`src/rtl/mem_arbiter.sv`:
```
// -----------------------------------------------------------------------------
// mem_arbiter
//
// Shares one req/ack memory port between the instruction prefetcher and the
// execution-unit (XU) data port. Only one memory transaction is in flight at a
// time. Each access goes IDLE -> BUSY -> TURN.
//
// Grant rule: XU wins unless prefetch is also waiting and XU has already
// taken STARVE grants in a row while prefetch waited.
//
// A prefetch flush during a prefetch transaction does not abort the memory
// cycle. The completion is discarded when m_ack arrives.
//
// Ports
//   clk, rst            clock, asynchronous active-high reset
//   pf_req_i/pf_adr_i   prefetch request and word address
//   pf_ack_o/pf_dtr_o   prefetch completion pulse and held read data
//   pf_flush_i          discard any outstanding prefetch completion
//   xu_req_i/xu_we_i    XU request and write enable
//   xu_adr_i/xu_dtw_i   XU word address and write data
//   xu_ack_o/xu_dtr_o   XU completion pulse and held read data
//   m_req_o/m_we_o      memory request and write enable
//   m_adr_o/m_dtw_o     memory address and write data
//   m_ack_i/m_dtr_i     memory completion pulse and read data
// -----------------------------------------------------------------------------
module mem_arbiter #(
    parameter int AW     = 20,
    parameter int DW     = 16,
    parameter int STARVE = 4
) (
    input  logic          clk,
    input  logic          rst,
    input  logic          pf_req_i,
    input  logic [AW-1:0] pf_adr_i,
    output logic          pf_ack_o,
    output logic [DW-1:0] pf_dtr_o,
    input  logic          pf_flush_i,
    input  logic          xu_req_i,
    input  logic          xu_we_i,
    input  logic [AW-1:0] xu_adr_i,
    input  logic [DW-1:0] xu_dtw_i,
    output logic          xu_ack_o,
    output logic [DW-1:0] xu_dtr_o,
    output logic          m_req_o,
    output logic          m_we_o,
    output logic [AW-1:0] m_adr_o,
    output logic [DW-1:0] m_dtw_o,
    input  logic          m_ack_i,
    input  logic [DW-1:0] m_dtr_i
);

    typedef enum logic [1:0] {
        S_IDLE,
        S_BUSY,
        S_TURN
    } state_t;

    typedef enum logic [1:0] {
        OWN_NONE,
        OWN_PF,
        OWN_XU
    } owner_t;

    state_t        state_q,  state_d;
    owner_t        owner_q,  owner_d;
    logic [3:0]    starve_q, starve_d;
    logic          drop_q,   drop_d;
    logic          m_req_q,  m_req_d;
    logic          m_we_q,   m_we_d;
    logic [AW-1:0] m_adr_q,  m_adr_d;
    logic [DW-1:0] m_dtw_q,  m_dtw_d;
    logic          pf_ack_q, pf_ack_d;
    logic          xu_ack_q, xu_ack_d;
    logic [DW-1:0] pf_dtr_q, pf_dtr_d;
    logic [DW-1:0] xu_dtr_q, xu_dtr_d;

    logic grant_xu;

    // XU keeps priority until it has starved a waiting prefetch STARVE times.
    assign grant_xu = xu_req_i && ((starve_q < 4'(STARVE)) || !pf_req_i);

    // NOTE: every next-state signal gets its hold value before the case
    // statement, so no path through the block can leave one unassigned and
    // infer a latch.
    always_comb begin
        state_d  = state_q;
        owner_d  = owner_q;
        starve_d = starve_q;
        drop_d   = drop_q;
        m_req_d  = m_req_q;
        m_we_d   = m_we_q;
        m_adr_d  = m_adr_q;
        m_dtw_d  = m_dtw_q;
        pf_ack_d = 1'b0;
        xu_ack_d = 1'b0;
        pf_dtr_d = pf_dtr_q;
        xu_dtr_d = xu_dtr_q;

        case (state_q)
            S_IDLE: begin
                if (pf_req_i || xu_req_i) begin
                    state_d = S_BUSY;
                    m_req_d = 1'b1;
                    if (grant_xu) begin
                        owner_d = OWN_XU;
                        m_adr_d = xu_adr_i;
                        m_we_d  = xu_we_i;
                        m_dtw_d = xu_dtw_i;
                        // Only XU grants that bypass a waiting prefetch count.
                        if (pf_req_i) begin
                            starve_d = (starve_q == 4'hF) ? 4'hF : starve_q + 4'd1;
                        end else begin
                            starve_d = 4'd0;
                        end
                    end else begin
                        owner_d  = OWN_PF;
                        m_adr_d  = pf_adr_i;
                        m_we_d   = 1'b0;
                        m_dtw_d  = '0;
                        starve_d = 4'd0;
                    end
                end
            end

            S_BUSY: begin
                if ((owner_q == OWN_PF) && pf_flush_i) begin
                    drop_d = 1'b1;
                end
                if (m_ack_i) begin
                    state_d = S_TURN;
                    owner_d = OWN_NONE;
                    m_req_d = 1'b0;
                    drop_d  = 1'b0;
                    if (owner_q == OWN_XU) begin
                        xu_ack_d = 1'b1;
                        if (!m_we_q) begin
                            xu_dtr_d = m_dtr_i;
                        end
                    end else if (!(drop_q || pf_flush_i)) begin
                        // A flush on the m_ack cycle itself also drops the data.
                        pf_ack_d = 1'b1;
                        pf_dtr_d = m_dtr_i;
                    end
                end
            end

            S_TURN: begin
                state_d = S_IDLE;
            end

            default: begin
                state_d = S_IDLE;
                owner_d = OWN_NONE;
                m_req_d = 1'b0;
                drop_d  = 1'b0;
            end
        endcase
    end

    // NOTE: reset is asynchronous so m_req drops the moment rst rises, even
    // mid-transaction; non-blocking assignments keep every register sampling
    // the pre-edge values computed above.
    always_ff @(posedge clk or posedge rst) begin
        if (rst) begin
            state_q  <= S_IDLE;
            owner_q  <= OWN_NONE;
            starve_q <= 4'd0;
            drop_q   <= 1'b0;
            m_req_q  <= 1'b0;
            m_we_q   <= 1'b0;
            m_adr_q  <= '0;
            m_dtw_q  <= '0;
            pf_ack_q <= 1'b0;
            xu_ack_q <= 1'b0;
            pf_dtr_q <= '0;
            xu_dtr_q <= '0;
        end else begin
            state_q  <= state_d;
            owner_q  <= owner_d;
            starve_q <= starve_d;
            drop_q   <= drop_d;
            m_req_q  <= m_req_d;
            m_we_q   <= m_we_d;
            m_adr_q  <= m_adr_d;
            m_dtw_q  <= m_dtw_d;
            pf_ack_q <= pf_ack_d;
            xu_ack_q <= xu_ack_d;
            pf_dtr_q <= pf_dtr_d;
            xu_dtr_q <= xu_dtr_d;
        end
    end

    assign m_req_o  = m_req_q;
    assign m_we_o   = m_we_q;
    assign m_adr_o  = m_adr_q;
    assign m_dtw_o  = m_dtw_q;
    assign pf_ack_o = pf_ack_q;
    assign xu_ack_o = xu_ack_q;
    assign pf_dtr_o = pf_dtr_q;
    assign xu_dtr_o = xu_dtr_q;

endmodule

```
`config.mk`:
```
export PLATFORM = sky130hd
export DESIGN_NAME = mem_arbiter
export DESIGN_NICKNAME = d
export VERILOG_FILES = /design/src/rtl/mem_arbiter.sv
export SDC_FILE = /design/constraint.sdc
export NUM_CORES = 1
export LEC_CHECK = 0
export BUFFER_PORTS_ARGS = -buffer_cell sky130_fd_sc_hd__clkbuf_2
export CAP_MARGIN = 10
export CORE_UTILIZATION = 25
export DETAILED_ROUTE_END_ITERATION = 16
export PLACE_DENSITY = 0.54
export SLEW_MARGIN = 20
export SYNTH_ARGS = -nofsm -noshare
export SYNTH_HDL_FRONTEND = slang
export SYNTH_SLANG_ARGS = --single-unit
```
`constraint.sdc`:
```
create_clock -name clk -period 4.9 [get_ports clk]
set_input_delay 0.49 -clock clk [delete_from_list [all_inputs] [get_ports clk]]
set_output_delay 0.49 -clock clk [all_outputs]
set_load 0.05 [all_outputs]
```
==> impl_metrics.env, run 1 <==
export IMPL_max_cap_viol_count=0
export IMPL_post_synth_top_area_fraction=0.601
export IMPL_antenna_found_initial=0
export IMPL_wl_met3_um=437
export IMPL_final_nets=483
export IMPL_grt_pass1_vias=2631
export IMPL_cts_resized=0
export IMPL_r2r_start="starve_q[3]"
export IMPL_num_rows=42
export IMPL_core_sq_um=13200
export IMPL_r2r_end="starve_q[1]"
export IMPL_netlist_area_sq_um=3370
export IMPL_syn_to_final_growth_pct=36.7
export IMPL_synthArstFlopShare=1.00
export IMPL_initial_core_util=0.256
export IMPL_required_ns=5.16
export IMPL_dpl_hpwl_um=5580
export IMPL_outcome="completed"
export IMPL_ff2ff_setup_slack_ns=2.64
export IMPL_finalSetupViolations=0
export IMPL_fin_setup_tns_ns=0
export IMPL_utilization=0.349
export IMPL_cts_sinks=81
export IMPL_overflow=0
export IMPL_gp_congestion=0.705
export IMPL_wl_met1_um=3820
export IMPL_vias=2629
export IMPL_drive_above_1_share=0.502
export IMPL_leakage_nw=2.37
export IMPL_ys_seq_elements=81
export IMPL_n_antenna_cell=0
export IMPL_htree_levels=3
export IMPL_drtIter0Drc=73
export IMPL_synth_cell_types=33
export IMPL_slew_violations=0
export IMPL_place_area_sq_um=4260
export IMPL_startpoint_type="register"
export IMPL_startpoint="starve_q[3]"
export IMPL_ys_warn_count=0
export IMPL_fillCellCount=1334
export IMPL_cts_buffers=9
export IMPL_yosysSeqAreaShare=0.601
export IMPL_top_layer_used="met4"
export IMPL_hold_buffers=0
export IMPL_io_pins=151
export IMPL_die_area_sq_um=14000
export IMPL_fin_skew_ns=0.00511
export IMPL_clk_insertion_delay_late_ns=0.33
export IMPL_crit_fanout=26
export IMPL_synth_edff_count=0
export IMPL_maxSlewHeadroom=0.358
export IMPL_cp_arrival_ns=2.53
export IMPL_synthFlopType="dfrtp_1"
export IMPL_period_share=0.462
export IMPL_synth_largest_area_cell="dfrtp_1"
export IMPL_vias_per_cell=4.50
export IMPL_path_clk_slew_ns=0.06
export IMPL_worstMarginPinSlew_ns=0.964
export IMPL_tritoncts="built"
export IMPL_pwr_density_cell_nw_per_um2=836
export IMPL_avgSynthCellArea_sq_um=12.9
export IMPL_root_buffer="clkbuf_16"
export IMPL_drc=0
export IMPL_worstSetupEndpointType="register"
export IMPL_place_port_buffers=150
export IMPL_hold_class="input pin to asynchronous set/reset pin"
export IMPL_synth_fp_nets=342
export IMPL_synth_area_leaders="dfrtp_1 (60%), mux2_2 (7.7%), a22o_1 (4.4%), mux2_4 (4.0%), o221ai_1 (3.6%)"
export IMPL_grtUsageTotal=0.122
export IMPL_die_h_um=118
export IMPL_syn_inst=262
export IMPL_worstSetupPathType="register to register"
export IMPL_reg2regPathDepth=3
export IMPL_finalInstanceArea_sq_um=4610
export IMPL_ant_nets=0
export IMPL_fin_crit_ns=2.26
export IMPL_avgRoutedWirePerCell_um=14.1
export IMPL_hold_violations=0
export IMPL_first_pass_iters=4
export IMPL_rsz0062_at_grt="no"
export IMPL_whs_ns=0.338
export IMPL_ir_worst_vdd_mv=0.208
export IMPL_dieWidth_um=118
export IMPL_totalWireLength_um=8220
export IMPL_grt_max_degree=82
export IMPL_grt_pass1_wl_um=13500
export IMPL_wl_met2_um=3830
export IMPL_cts_setup_buffers=0
export IMPL_cts_max_path_buffers=2
export IMPL_fmax_ghz=0.442
-- area by class of cell --
| cell class | instances | area (sq um) | area share |
|---|---|---|---|
| clock buffers | 9 | 225 | 0.0489 |
| clock inverters | 7 | 119 | 0.0258 |
| inverters | 17 | 65.1 | 0.0141 |
| multi-input cells | 142 | 1180 | 0.257 |
| flip-flops and latches | 81 | 2030 | 0.440 |
| well taps | 176 | 220 | 0.0478 |
| repair buffers | 152 | 769 | 0.167 |
-- report_power, final --
group | internal (W) | switching [W] | leakage (nW)
Sequential | 0.000976 | 0.000169 | 1.00
Clock | 0.000497 | 0.000268 | 0.162
Combinational | 0.000533 | 0.00141 | 1.20
-- synthesized netlist by cell type, types with 2 or more instances --
cell type / number
dfrtp_1: 81
mux2_2: 23
a22o_1: 17
inv_1: 17
nand3_1: 15
nand4_1: 14
o221ai_1: 14
clkbuf_1: 12
mux2_4: 9
buf_2: 8
and3_1: 7
nand2_1: 7
a21boi_0: 6
a221o_1: 6
a32o_1: 3
nand2b_1: 3
and2_1: 2
nor2_1: 2
o21ai_0: 2
-- worst max-delay path: stages (launching register included) --
cell	delay [ns]
dfrtp_1	0.42
o21ai_2	0.58
and3_1	0.89
a32o_1	0.30
-- layer usage --
layer,track usage,vias to the layer above
met5,0,-
met4,0.0561,0
met3,0.0261,10
met2,0.190,98
met1,0.163,1272
li1,-,1249
-- metrics by stage --
stage	setup WS [ns]	power, W	std cells
2_1_floorplan	2.33	0.00267	262
3_3_place_gp	2.38	0.00309	568
3_5_place_dp	2.26	0.00312	568
4_1_cts	2.26	0.00390	584
5_1_grt	2.42	0.00406	584
6_report	2.64	0.00385	584
-- flip-flops by register name, summed over array words and instances, names as in the netlist, 2 cells and up --
signal and count:
state_q 2, m_adr_o 20, pf_dtr_o 16, xu_dtr_o 16, owner_q 2, starve_q 4
m_dtw_o 16
-- worst max path at each step --
stage	depth (start not counted)	to	slack, ns
2_1_floorplan	1	drop_q	2.33
3_3_place_gp	3	starve_q[0]	2.38
3_5_place_dp	3	starve_q[1]	2.26
4_1_cts	3	starve_q[1]	2.26
5_1_grt	3	m_adr_o[0]	2.42
6_report	3	starve_q[1]	2.64
-- cells in the final DEF, fill, tap and decap left out, types with 3 or more instances in the layout --
master	synthesis	routed
a21boi_0	6	6
a221o_1	6	6
a22o_1	17	17
a32o_1	3	3
and3_1	7	7
bufinv_16	0	3
clkbuf_16	0	9
clkbuf_2	0	150
dfrtp_1	81	81
inv_1	17	16
mux2_2	23	23
mux2_4	9	9
nand2_1	7	7
nand2b_1	3	3
nand3_1	15	15
nand4_1	14	14
o221ai_1	14	14
-- logic make-up (layout without fill, tap and decap cells) --
logic type                 count (synthesis)  in the layout  share of synthesized area
DFF                                       81             81                      0.601
buffers and inverters                     39            185                     0.0497
muxes                                     33             33                      0.120
adders and majority gates                  1              1                    0.00371
AOI/OAI and AO/OA                         51             51                      0.130
and+or+nand+nor                           57             57                     0.0957
Power figures use the tool's default switching activity.
==> run 2: changes to the inputs <==
- PLACE_DENSITY: 0.54 -> 0.56
- clock period: 4.9 -> 1.91 ns (I/O delays scaled with it)
==> run 2 against run 1 <==
Against the previous run:
- die area unchanged
- cell area increased by 0.76%
- first-iteration DRC count increased by 51%
- critical endpoint is now pf_dtr_o[15]
- combinational power increased to 2.6 times the previous value
- critical path depth increased by 1
- total power increased to 2.5 times the previous value
- sequential share of layout area decreased by 0.33 points
- final cell count increased by 1.7%
- global-route usage increased by 1.1 points
- via count increased by 5.2%
- register-to-register slack got worse by 2.5 ns
- setup slack got worse by 2.5 ns
==> impl_metrics.env, run 2 (same netlist as run 1, synthesis figures left out) <==
export IMPL_switching_share=0.493
export IMPL_r2r_start="state_q[1]"
export IMPL_grtUsageTotal=0.133
export IMPL_totalWireLength_um=8810
export IMPL_tritoncts="built"
export IMPL_num_rows=42
export IMPL_clk_insertion_delay_late_ns=0.34
export IMPL_cp_arrival_ns=2.00
export IMPL_n_antenna_cell=0
export IMPL_outcome="completed"
export IMPL_use_met2=0.220
export IMPL_finalSetupViolations=0
export IMPL_met3_usage=0.0372
export IMPL_hold_violations=0
export IMPL_avgRoutedWirePerCell_um=14.8
export IMPL_dpl_hpwl_um=6200
export IMPL_startpoint_type="register"
export IMPL_fin_crit_ns=1.77
export IMPL_seqPwrFrac=0.305
export IMPL_gp_congestion=0.670
export IMPL_fin_setup_tns_ns=0
export IMPL_place_port_buffers=150
export IMPL_die_area_sq_um=14000
export IMPL_combPwrFrac=0.521
export IMPL_io_pins=151
export IMPL_htree_levels=3
export IMPL_worstMarginPinSlew_ns=0.752
export IMPL_startpoint="state_q[1]"
export IMPL_syn_to_final_growth_pct=37.7
export IMPL_met1_usage=0.161
export IMPL_root_buffer="clkbuf_16"
export IMPL_first_pass_iters=4
export IMPL_pwr_density_cell_nw_per_um2=2090
export IMPL_vias=2765
export IMPL_power_w=0.00972
export IMPL_cts_sinks=81
export IMPL_vias_per_cell=4.65
export IMPL_final_common_cell="clkbuf_2"
export IMPL_pre_cts_ws_ns=0.130
export IMPL_slew_violations=0
export IMPL_max_cap_viol_count=0
export IMPL_p_clk_frac=0.174
export IMPL_power_switching_w=0.00480
export IMPL_maxSlewHeadroom=0.499
export IMPL_fin_ws_ns=0.139
export IMPL_leakage_nw=2.39
export IMPL_cts_buffers=9
export IMPL_dieWidth_um=118
export IMPL_die_h_um=118
export IMPL_period_share=0.927
export IMPL_mostFrequentLayoutCells="clkbuf_2 (150), dfrtp_1 (81), mux2_2 (23)"
export IMPL_hp_start="xu_we_i"
export IMPL_utilization=0.352
export IMPL_largest_register_ffs=20
export IMPL_top_usage_layer="met2"
export IMPL_ant_nets=0
export IMPL_rsz0062_at_grt="no"
export IMPL_initial_core_util=0.256
export IMPL_cts_max_path_buffers=2
export IMPL_drive_above_1_share=0.512
export IMPL_final_nets=494
export IMPL_grt_pass1_vias=2807
export IMPL_overflow=0
export IMPL_fin_skew_ns=0.00568
export IMPL_fmax_ghz=0.565
export IMPL_p_int_w=0.00493
export IMPL_crit_fanout=17
export IMPL_core_sq_um=13200
export IMPL_ir_worst_vdd_mv=0.702
export IMPL_drc=0
export IMPL_fillCellCount=1343
export IMPL_hold_class="input pin to register"
export IMPL_path_clk_slew_ns=0.06
export IMPL_drtIter0Drc=110
export IMPL_required_ns=2.14
export IMPL_worstSetupEndpointType="register"
export IMPL_grt_pass1_wl_um=14300
export IMPL_antenna_found_initial=0
export IMPL_worstSetupPathType="register to register"
export IMPL_grt_max_degree=44
[run 2: changes by cell type in the layout (fill, tap and decap cells not counted)]
cell | previous run | this run
buf_4 | 1 | 11
bufinv_16 | 3 | 1
and2_1 | 2 | 1
and2_2 | 0 | 1
buf_12 | 0 | 1
buf_6 | 1 | 0
clkinv_2 | 2 | 3
clkinv_4 | 1 | 0
clkinvlp_4 | 2 | 3
dlygate4sd3_1 | 0 | 1
o21ai_1 | 0 | 1
o21ai_2 | 1 | 0
[run 2: stage by stage]
step                      cells  cell area (sq um)  hold slack, ns
after floorplan             262               3380           0.298
after global placement      578               4350           0.300
after detailed placement    578               4350           0.306
after CTS                   594               4640          0.0483
after global routing        594               4640          0.0560
final                       594               4640          0.0660
[run 2: routing by layer]
layer,routed length (um),vias up
li1,-,1280
met1,3810,1375
met4,179,0
met3,493,14
met5,0,-
met2,4330,96
[run 2: path summary, 6_finish.rpt]
| kind | cells after the start | end | slack [ns] |
|---|---|---|---|
| min in group asynchronous | 3 | m_dtw_o[4] | 0.47 |
| max | 4 | pf_dtr_o[15] | 0.14 |
| min reg2reg | 2 | m_req_o | 0.49 |
| min | 2 | m_we_o | 0.07 |
| max reg2reg | 4 | pf_dtr_o[15] | 0.14 |
| max in group asynchronous | 4 | m_adr_o[12] | 0.79 |
[run 2: what timing repair did]
action	4_1_cts	5_1_grt
hold endpoints to repair	23	0
setup endpoints to repair	0	2
hold buffers	1	0
gates resized for setup	0	1
buffers inserted	0	0
[run 2: worst max-delay path, cell delays in order, from the launching register on]
cell      delay (ns)
dfrtp_1         0.40
nand3b_1        0.22
or4b_1          0.48
buf_4           0.24
mux2_4          0.32
[run 2: cell type report]
type	count	area (sq um)	share of cell area
Sequential cell	81	2030	0.436
Multi-Input combinational cell	142	1180	0.254
Timing Repair Buffer	163	863	0.186
Clock buffer	9	225	0.0485
Tap cell	176	220	0.0474
Inverter	17	67.6	0.0145
Clock inverter	6	60.1	0.0129
[run 2: power groups by stage]
stage                     registers [W]  logic (W)  clock network (W)
after floorplan                 0.00542    0.00143                  0
after global placement          0.00295    0.00505                  0
after detailed placement        0.00298    0.00512                  0
after CTS                       0.00297    0.00512            0.00177
after global routing            0.00306    0.00534            0.00183
final                           0.00296    0.00507            0.00169
==> run 3: changes to the inputs <==
- ABC_AREA: not set -> 1
- PLACE_DENSITY: 0.56 -> 0.55
==> run 3 against run 2 <==
Against the previous run:
- total power decreased by 1.7%
- wire length increased by 13%
- register-to-register slack improved by 0.15 ns
- final cell count increased by 29%
==> impl_metrics.env, run 3 <==
export IMPL_cts_setup_buffers=0
export IMPL_cts_sinks=81
export IMPL_vias_per_cell=4.29
export IMPL_avgSynthCellArea_sq_um=8.33
export IMPL_finalInstanceArea_sq_um=4850
export IMPL_final_common_cell="nand2_1"
export IMPL_synth_commonest_cells="nand2_1 (186), dfrtp_1 (81), nand3_1 (59), inv_1 (37), o21ai_0 (17)"
export IMPL_crit_fanout=42
export IMPL_cts_buffers=9
export IMPL_hold_class="input pin to register"
export IMPL_initial_core_util=0.258
export IMPL_synthMuxAreaShare=0
export IMPL_die_h_um=122
export IMPL_min_path_cells=3
export IMPL_totalWireLength_um=9930
export IMPL_slew_violations=0
export IMPL_place_area_sq_um=4540
export IMPL_syn_to_final_growth_pct=35.1
export IMPL_pre_cts_ws_ns=0.272
export IMPL_drtIter0Drc=141
export IMPL_core_sq_um=13900
export IMPL_regArea_sq_um=2030
export IMPL_outcome="completed"
export IMPL_n_antenna_cell=0
export IMPL_syn_inst=431
export IMPL_whs_ns=0.0479
export IMPL_synth_adder_area_share=0.00348
export IMPL_drc=0
export IMPL_synth_area_leaders="dfrtp_1 (56%), nand2_1 (19%), nand3_1 (8.2%), inv_1 (3.9%), o21ai_0 (2.4%)"
export IMPL_cts_max_path_buffers=2
export IMPL_first_pass_iters=5
export IMPL_period_share=0.849
export IMPL_hold_violations=0
export IMPL_finalSetupViolations=0
export IMPL_num_rows=43
export IMPL_synth_compound_area_share=0.0296
export IMPL_startpoint="state_q[1]"
export IMPL_pwr_density_cell_nw_per_um2=1970
export IMPL_path_clk_slew_ns=0.06
export IMPL_drive_above_1_share=0.319
export IMPL_cts_resized=0
export IMPL_dpl_hpwl_um=7270
export IMPL_hold_buffers=1
export IMPL_ys_seq_elements=81
export IMPL_r2r_start="state_q[1]"
export IMPL_fin_ws_ns=0.289
export IMPL_clk_insertion_delay_late_ns=0.33
export IMPL_synth_simple_gate_area_frac=0.325
export IMPL_yosysMostFrequentCell="nand2_1"
export IMPL_grt_pass1_vias=3196
export IMPL_grt_max_degree=43
export IMPL_synth_edff_count=0
export IMPL_synth_xor_area_frac=0
export IMPL_synth_largest_area_cell="dfrtp_1"
export IMPL_gp_congestion=0.775
export IMPL_ant_nets=0
export IMPL_synth_top_family_by_area="simple AND/OR/NAND/NOR gates"
export IMPL_ir_worst_vdd_mv=0.636
export IMPL_htree_levels=3
export IMPL_fmax_ghz=0.617
export IMPL_dieWidth_um=122
export IMPL_ff2ff_setup_slack_ns=0.29
export IMPL_cp_arrival_ns=1.89
export IMPL_fin_crit_ns=1.62
export IMPL_leakage_nw=2.83
export IMPL_synthFlopType="dfrtp_1"
export IMPL_synthArstFlopShare=1.00
export IMPL_die_area_sq_um=14900
export IMPL_startpoint_type="register"
export IMPL_grtUsageTotal=0.142
export IMPL_fillCellCount=1505
export IMPL_io_pins=151
export IMPL_reg2regPathDepth=6
export IMPL_overflow=0
export IMPL_required_ns=2.18
export IMPL_antenna_found_initial=0
export IMPL_largest_register_ffs=20
export IMPL_final_nets=664
export IMPL_multi_input_area_sq_um=1280
export IMPL_grt_pass1_wl_um=16000
export IMPL_yosysSeqAreaShare=0.564
export IMPL_fin_setup_tns_ns=0
export IMPL_max_cap_viol_count=0
export IMPL_worstMarginPinSlew_ns=0.714
export IMPL_tritoncts="built"
export IMPL_fin_skew_ns=0.00633
export IMPL_synth_fp_nets=511
export IMPL_worstSetupEndpointType="register"
export IMPL_maxSlewHeadroom=0.523
export IMPL_place_port_buffers=150
export IMPL_post_synth_top_area_fraction=0.564
export IMPL_crit_path_end="m_adr_o[4]"
export IMPL_ys_warn_count=0
export IMPL_root_buffer="clkbuf_16"
export IMPL_worstSetupPathType="register to register"
export IMPL_synth_cell_types=23
export IMPL_vias=3301
export IMPL_mostFrequentLayoutCells="nand2_1 (186), clkbuf_2 (150), dfrtp_1 (81)"
export IMPL_avgRoutedWirePerCell_um=12.9
export IMPL_rsz0062_at_grt="no"
export IMPL_netlist_area_sq_um=3590
export IMPL_r2r_end="m_adr_o[4]"
[run 3: critical path, cell delays in order, from the launching register on]
cell,delay (ns)
dfrtp_1,0.51
nor2_4,0.12
inv_4,0.11
nor2_8,0.04
inv_2,0.54
nand2_1,0.12
nand3_1,0.11
[run 3: worst min path at each step]
stage | startpoint | endpoint | slack (ns)
after global placement | rst | xu_dtr_o[13] | 0.27
after floorplan | xu_dtw_i[0] | m_dtw_o[0] | 0.30
after detailed placement | rst | xu_dtr_o[10] | 0.28
after CTS | xu_dtw_i[15] | m_dtw_o[15] | 0.04
final | xu_dtw_i[15] | m_dtw_o[15] | 0.05
after global routing | xu_dtw_i[15] | m_dtw_o[15] | 0.04
[run 3: per-layer routing]
layer	up-vias	GRT usage	share of wire
li1	1651	-	-
met1	1537	0.177	0.45
met2	104	0.232	0.48
met3	9	0.0473	0.063
met4	0	0.0378	0.0095
met5	-	0	0
[run 3: through the flow]
stage               total power (W)  utilization  instances
floorplan                   0.00664            -        431
global placement            0.00778        0.325        752
detailed placement          0.00786        0.325        752
CTS                         0.00970        0.348        769
global route                 0.0102        0.348        769
finish                      0.00956        0.348        769
[run 3: final cells by class]
cell class / count / share of cell area
sequential: 81 / 0.418
multi-input combinational: 290 / 0.265
timing repair buffer: 161 / 0.175
clock buffer: 14 / 0.0564
tap: 180 / 0.0464
inverter: 41 / 0.0330
clock inverter: 2 / 0.00722
[run 3: logic make-up (layout without fill, tap and decap cells)]
kind of cell               after synthesis  count (layout)
DFF                                     81              81
buffers and inverters                   60             218
and+or+nand+nor                        268             268
adders and majority gates                1               1
AOI/OAI and AO/OA                       21              21
[run 3: power breakdown]
part	total, W	switching (W)	internal, W	leakage, nW
Sequential	0.00292	0.000457	0.00247	1.02
Combinational	0.00485	0.00382	0.00104	1.65
Clock	0.00178	0.000663	0.00112	0.153
